## config.mk

```make
export PLATFORM = sky130hd
export DESIGN_NAME = spi_data_transmitter
export DESIGN_NICKNAME = d
export VERILOG_FILES = /design/src/rtl/spi_pkg.sv /design/src/rtl/spi_data_transmitter.sv
export SDC_FILE = /design/constraint.sdc
export NUM_CORES = 1
export LEC_CHECK = 0
export CORE_MARGIN = 2
export CORE_UTILIZATION = 56
export CTS_CLUSTER_DIAMETER = 100
export DETAILED_ROUTE_END_ITERATION = 6
export PLACE_DENSITY_LB_ADDON = 0.2
export SYNTH_ARGS = -nofsm -noshare
export SYNTH_HDL_FRONTEND = slang
export SYNTH_SLANG_ARGS = --single-unit
export TNS_END_PERCENT = 5
```

## constraint.sdc

```tcl
create_clock -name clk_i -period 4.4 [get_ports clk_i]
set_input_delay 0.66 -clock clk_i [delete_from_list [all_inputs] [get_ports clk_i]]
set_output_delay 0.66 -clock clk_i [all_outputs]
set_load 0.01 [all_outputs]
```

## src/rtl/spi_pkg.sv

```systemverilog
// Shared SPI definitions used by the MOSI transmitter and the MISO receiver.
package spi_pkg;

  // Serializer FSM: waiting for a word, or driving a word onto the line.
  typedef enum logic {
    IDLE  = 1'b0,
    SHIFT = 1'b1
  } spi_state_t;

  // Default bits per transfer word.
  localparam int SPI_DATA_WIDTH = 8;

  // Line level driven while no word is being shifted.
  localparam logic SPI_IDLE_LEVEL = 1'b0;

endpackage

```

## src/rtl/spi_data_transmitter.sv

```systemverilog
// SPI mode-0 MOSI serializer with a 1-deep holding register.
// A word is accepted over valid/ready into the holding register, moved into
// the shift register when the line is free, and shifted out MSB-first on
// each SCL falling-edge strobe. A held word reloads on the last falling edge
// of the current word, so back-to-back words go out without a gap.
module spi_data_transmitter
  import spi_pkg::*;
#(
  parameter int   DATA_WIDTH = SPI_DATA_WIDTH,
  parameter logic IDLE_LEVEL = SPI_IDLE_LEVEL
) (
  input  logic                  clk_i,
  input  logic                  reset_i,
  input  logic                  en_i,
  input  logic                  scl_neg_edge_detected_i,
  input  logic                  data_valid_i,
  input  logic [DATA_WIDTH-1:0] data_i,
  output logic                  data_ready_o,
  output logic                  mosi_o,
  output logic                  busy_o,
  output logic                  byte_done_o
);

  localparam int CNT_W = (DATA_WIDTH > 1) ? $clog2(DATA_WIDTH) : 1;
  localparam logic [CNT_W-1:0] LAST_BIT = CNT_W'(DATA_WIDTH - 1);

  spi_state_t            state_q, state_d;
  logic [DATA_WIDTH-1:0] hold_q, hold_d;
  logic                  hold_full_q, hold_full_d;
  logic [DATA_WIDTH-1:0] shift_q, shift_d;
  logic [DATA_WIDTH-1:0] shifted;
  logic [CNT_W-1:0]      bit_cnt_q, bit_cnt_d;
  logic                  mosi_q, mosi_d;
  logic                  done_q, done_d;

  // Ready and busy come straight from registered state, so there is no
  // combinational path from any input to the handshake.
  assign data_ready_o = ~hold_full_q;
  assign busy_o       = (state_q == SHIFT);
  assign mosi_o       = mosi_q;
  assign byte_done_o  = done_q;

  assign shifted = shift_q << 1;

  // State register: every piece of block state updates together here.
  always_ff @(posedge clk_i or posedge reset_i) begin
    if (reset_i) begin
      state_q     <= IDLE;
      hold_q      <= '0;
      hold_full_q <= 1'b0;
      shift_q     <= '0;
      bit_cnt_q   <= LAST_BIT;
      mosi_q      <= IDLE_LEVEL;
      done_q      <= 1'b0;
    end else begin
      state_q     <= state_d;
      hold_q      <= hold_d;
      hold_full_q <= hold_full_d;
      shift_q     <= shift_d;
      bit_cnt_q   <= bit_cnt_d;
      mosi_q      <= mosi_d;
      done_q      <= done_d;
    end
  end

  // Next-state logic: FSM transfer/shift first, then the handshake accept.
  // The two cannot collide on hold_full: the FSM only consumes a full
  // holding register and the accept only fills an empty one.
  always_comb begin
    state_d     = state_q;
    hold_d      = hold_q;
    hold_full_d = hold_full_q;
    shift_d     = shift_q;
    bit_cnt_d   = bit_cnt_q;
    mosi_d      = mosi_q;
    done_d      = 1'b0;

    unique case (state_q)
      IDLE: begin
        if (hold_full_q) begin
          shift_d     = hold_q;
          hold_full_d = 1'b0;
          bit_cnt_d   = LAST_BIT;
          mosi_d      = hold_q[DATA_WIDTH-1];
          state_d     = SHIFT;
        end
      end
      SHIFT: begin
        if (scl_neg_edge_detected_i) begin
          if (bit_cnt_q != '0) begin
            bit_cnt_d = bit_cnt_q - CNT_W'(1);
            shift_d   = shifted;
            mosi_d    = shifted[DATA_WIDTH-1];
          end else begin
            done_d = 1'b1;
            if (hold_full_q) begin
              shift_d     = hold_q;
              hold_full_d = 1'b0;
              bit_cnt_d   = LAST_BIT;
              mosi_d      = hold_q[DATA_WIDTH-1];
            end else begin
              state_d = IDLE;
              mosi_d  = IDLE_LEVEL;
            end
          end
        end
      end
      default: state_d = IDLE;
    endcase

    if (data_valid_i && !hold_full_q) begin
      hold_d      = data_i;
      hold_full_d = 1'b1;
    end

    // Disabling flushes everything, including any held or in-flight word,
    // without reporting it as done.
    if (!en_i) begin
      state_d     = IDLE;
      hold_d      = '0;
      hold_full_d = 1'b0;
      shift_d     = '0;
      bit_cnt_d   = LAST_BIT;
      mosi_d      = IDLE_LEVEL;
      done_d      = 1'b0;
    end
  end

endmodule

```

# Word level (Yosys, flattened, before mapping)
# Cells that the tools add are included.
dict set report op_classes {
  n_addsub 1
  n_mux 32
  reduce_logical 5
  eq_ne 5
  n_bitwise 2
}
# operator count
set op_table {}
lappend op_table {{2-to-1 mux 8 bit} 6}
lappend op_table {{2-to-1 mux 1 bit} 17}
lappend op_table {{case mux 8 bit (2 select lines)} 1}
lappend op_table {{2-to-1 mux 3 bit} 4}
lappend op_table {{inequality test 4 x 3 -> 1 bit (second input constant)} 2}
lappend op_table {{inequality test 3 bit (second input constant)} 2}
lappend op_table {{case mux 1 bit (2 select lines)} 3}
lappend op_table {{case mux 3 bit (2 select lines)} 1}
lappend op_table {{AND reduction 2 bit} 2}
lappend op_table {{nonzero test 3 bit} 1}
lappend op_table {{subtractor 3 x 1 -> 3 bit (second input constant)} 1}
lappend op_table {{inequality test 2 x 1 -> 1 bit (second input constant)} 1}
lappend op_table {{inverter 1 bit} 2}
lappend op_table {{logical AND 1 bit} 1}
lappend op_table {{logical NOT 1 bit} 1}
dict set report word_totals {
  elab_cells 52
  regBits 23
}

# Logic depth before layout (Yosys ltp)
dict set report logic_depth {
  depth_word 6
  ltp_mapped 7
  mapped_depth_nobuf 6
}

# Worst setup path after synthesis
# Ideal clock, no wire load.
dict set report synth_path {
  path_kind {flip-flop to flip-flop}
  startpoint {register bit_cnt_q[0]}
  endpoint {register shift_q[1]}
  synth_period_minus_slack_ps 1556
  arrival_ps 1428
  path_stages_with_launch 8
  setup_slack_ps 2844
  setup_ps 128
  cell_sequence {dfstp_2 -> inv_1 -> ha_1 -> nand2b_4 -> buf_2 -> nand2_1 -> a31oi_1 -> o2bb2ai_1}
}
dict set report synth_between {
  elab_chain_len 5
}
# element line_no
set synth_lines {}
lappend synth_lines {{from (decl)} spi_data_transmitter.sv:32} ;# logic [CNT_W-1:0] bit_cnt_q, bit_cnt_d;
lappend synth_lines {{from (signal assigned)} spi_data_transmitter.sv:60} ;# bit_cnt_q <= bit_cnt_d;
lappend synth_lines {{nonzero test 3 bit} spi_data_transmitter.sv:90} ;# if (bit_cnt_q != '0) begin
lappend synth_lines {{2-to-1 mux 8 bit} spi_data_transmitter.sv:90}
lappend synth_lines {{2-to-1 mux 8 bit} spi_data_transmitter.sv:89} ;# if (scl_neg_edge_detected_i) begin
lappend synth_lines {{case mux 8 bit (2 select lines)} spi_data_transmitter.sv:78} ;# unique case (state_q)
lappend synth_lines {{2-to-1 mux 8 bit} spi_data_transmitter.sv:118} ;# if (!en_i) begin
lappend synth_lines {{to (signal assigned)} spi_data_transmitter.sv:59} ;# shift_q <= shift_d;
lappend synth_lines {{to (decl)} spi_data_transmitter.sv:30} ;# logic [DATA_WIDTH-1:0] shift_q, shift_d;
# No other way between the ends. The select of a mux whose other input is x is not followed.
# A chain may end at the register's enable or synchronous reset.

# Worst setup path after layout
dict set report layout_path {
  startpoint {register hold_full_q}
  endpoint {output port data_ready_o}
}
dict set report layout_between {
  elab_chain_len 1
}
# element line_no
set layout_lines {}
lappend layout_lines {{from (decl)} spi_data_transmitter.sv:29} ;# logic hold_full_q, hold_full_d;
lappend layout_lines {{from (signal assigned)} spi_data_transmitter.sv:58} ;# hold_full_q <= hold_full_d;
lappend layout_lines {{inverter 1 bit} spi_data_transmitter.sv:38} ;# assign data_ready_o = ~hold_full_q;
lappend layout_lines {{to (decl)} spi_data_transmitter.sv:18} ;# output logic data_ready_o,
# No other way between the ends.

==> flow_summary.json <==
{
  "vias": 873,
  "cp_data_required_time_ns": 3.74,
  "antennaDiodeCount": 0,
  "cpPeakStageDelay_ns": 0.66,
  "endpoint_kind": "output port",
  "hold_buffers": 0,
  "synth_compound_area_share_pct": 23.72,
  "drive_above_1_share_pct": 11.11,
  "portBuffers": 16,
  "drv_cap": 0,
  "fp-row-count": 16,
  "cts_sinks": 22,
  "cts_buffer_depth": 2,
  "ys.flop_type": "dfrtp_1",
  "synth_warnings": 0,
  "path_clk_slew_ns": 0.12,
  "tns_ns": 0,
  "cpMaxStageDelayCell": "dfrtp_1",
  "wire_per_inst_um": 13.78,
  "synth-edff-count": 0,
  "powerDensity_nw_per_um2": 288.9,
  "finalHoldViolations": 0,
  "antenna_left": 0,
  "vias_per_cell": 5.706,
  "cts-resized-gates": 0,
  "synth_top_family_by_area": "compound AO/OA/AOI/OAI gates",
  "yosysSeqAreaShare_pct": 49.33,
  "dpl_cell_area_um2": 1285,
  "dieArea_um2": 2380,
  "synth_cell_types": 35,
  "cts_setup_buffers": 0,
  "clock.fmax_mhz": 432.9,
  "final_cell_mix": "nand2_1 (22), dfrtp_1 (19), clkdlybuf4s50_1 (16), a21boi_0 (7)",
  "layout_commonest_cell": "nand2_1",
  "period_share_pct": 52.51,
  "grt_overflow_total": 0,
  "root_buffer": "clkbuf_4",
  "drt_iter0_markers": 24,
  "syn_inst": 112,
  "worstHoldPathType": "flop to flop",
  "avgSynthCellArea_um2": 10.03,
  "antenna_found_initial": 0,
  "start_util_pct": 58.46,
  "dp_hpwl_mm": 1.524,
  "drt_pass1_iterations": 4,
  "core-area_um2": 1922,
  "h-tree-depth": 1,
  "finalSetupViolCount": 0,
  "crit_chain": "inv_1, clkdlybuf4s50_1",
  "die_h_um": 48.79,
  "cts_buffers": 3,
  "grt_setup_unrepaired": "false",
  "p_leak_nw": 0.6172,
  "cts_tree": "done",
  "ir_worst_vdd_v": 0.0002010,
  "netlist_area_um2": 1124,
  "status": "completed",
  "ios": 17,
  "area_delta_synth_final_pct": 17.59,
  "r2r_slack_ns": 2.74,
  "skew_ns": 0.002265,
  "slew_headroom_pct": 46.54,
  "synth-xor-area-share_pct": 0,
  "die_w_um": 48.79,
  "tightest_slew_ns": 0.8010,
  "synthTopCellsByArea": "dfrtp_1 (42%), nand2_1 (7.3%), dfstp_2 (7.0%)",
  "critical_path_class": "flop to output port",
  "grt_pass1_vias": 840,
  "grt_usage_pct": 19.68,
  "stdcell_area_um2": 1321,
  "synth_async_sr_flop_share_pct": 100.0,
  "crit_arrival_ns": 1.65,
  "grt_max_degree": 23,
  "final_nets": 142,
  "period_needed_ns": 2.310,
  "synth_adder_area_share_pct": 2.227,
  "drc_errors": 0,
  "synthSimpleGateAreaFrac_pct": 17.93,
  "grt_pass1_wl_mm": 3.677,
  "yosysTopAreaCell": "dfrtp_1",
  "syn-num-nets": 127,
  "startpoint_type": "flop",
  "insertion_delay_ns": 0.30,
  "synth_top_area_share_pct": 42.32,
  "drt-total-wl_mm": 2.108,
  "ys_ff_latch": 22,
  "place.gp.congestion": 0.7882,
  "drv_slew": 0,
  "synth.area.mux_share_pct": 2.227,
  "path_max_fanout": 14
}
## layer usage
metal | part of all wire [%] | global-route usage [%] | vias up
li1 | - | - | 426
met2 | 46 | 32.19 | 25
met5 | 0 | 0 | -
met4 | 0.71 | 7.143 | 0
met1 | 49 | 27.25 | 420
met3 | 4.6 | 2.147 | 2
## state kept, by name, indices dropped and copies added (netlist names)
signal and cells:
hold_q 8, hold_full_q 1, byte_done_o 1, shift_q 7, bit_cnt_q 3, busy_o 1
mosi_o 1
## worst paths after layout
kind / end / from / cells past startpoint
setup / recovery: data_ready_o / hold_full_q / 2
hold / removal: shift_q[3] / shift_q[3] / 1
setup reg to reg: shift_q[2] / bit_cnt_q[0] / 6
hold reg to reg: shift_q[3] / shift_q[3] / 1
max in group asynchronous: shift_q[3] / reset_i / 2
min in group asynchronous: hold_q[0] / reset_i / 2
## cell usage after synthesis (3+ instances only)
| master | number |
|---|---|
| o2bb2ai_1 | 6 |
| nor2_1 | 3 |
| inv_1 | 5 |
| a31oi_1 | 6 |
| nand2_1 | 22 |
| and3_1 | 6 |
| dfrtp_1 | 19 |
| a21boi_0 | 7 |
| a21boi_1 | 3 |
| dfstp_2 | 3 |
## metrics by stage
stage / hold slack, ns / worst slack (ns) / power (mW) / utilization (%) / std cells
2_1_floorplan: 0.4486 / 2.844 / 0.2544 / - / 112
3_3_place_gp: 0.4713 / 2.183 / 0.2745 / 66.86 / 149
3_5_place_dp: 0.4696 / 2.170 / 0.2761 / 66.86 / 149
4_1_cts: 0.5022 / 2.123 / 0.3845 / 68.75 / 153
5_1_grt: 0.5136 / 2.052 / 0.4011 / 68.75 / 153
6_report: 0.4965 / 2.090 / 0.3817 / 68.75 / 153
## power by group
| group | switching (mW) | leakage, nW | total [mW] | internal, mW |
|---|---|---|---|---|
| logic | 0.0272 | 0.306 | 0.0526 | 0.0254 |
| registers | 0.00927 | 0.290 | 0.220 | 0.210 |
| clock network | 0.0589 | 0.0210 | 0.109 | 0.0504 |
## cell families after synthesis
family	count (synthesis)
buffers and inverters	11
and+or+nand+nor	41
adders and majority gates	2
DFF	22
AOI/OAI and AO/OA	34
muxes	2
## critical path: cells and delay by family (launching register included)
family / cells / cell delay, ns
flip-flops: 1 / 0.66
buffers and inverters: 2 / 0.68
## area by class of cell
cell class / instances / area, µm²
fillers: 164 / 600.6
flip-flops and latches: 22 / 554.3
multi-input cells: 79 / 518.0
repair buffers: 16 / 160.2
clock buffers: 4 / 36.28
well taps: 27 / 33.78
inverters: 5 / 18.77
(Power assumes the default switching activity.)
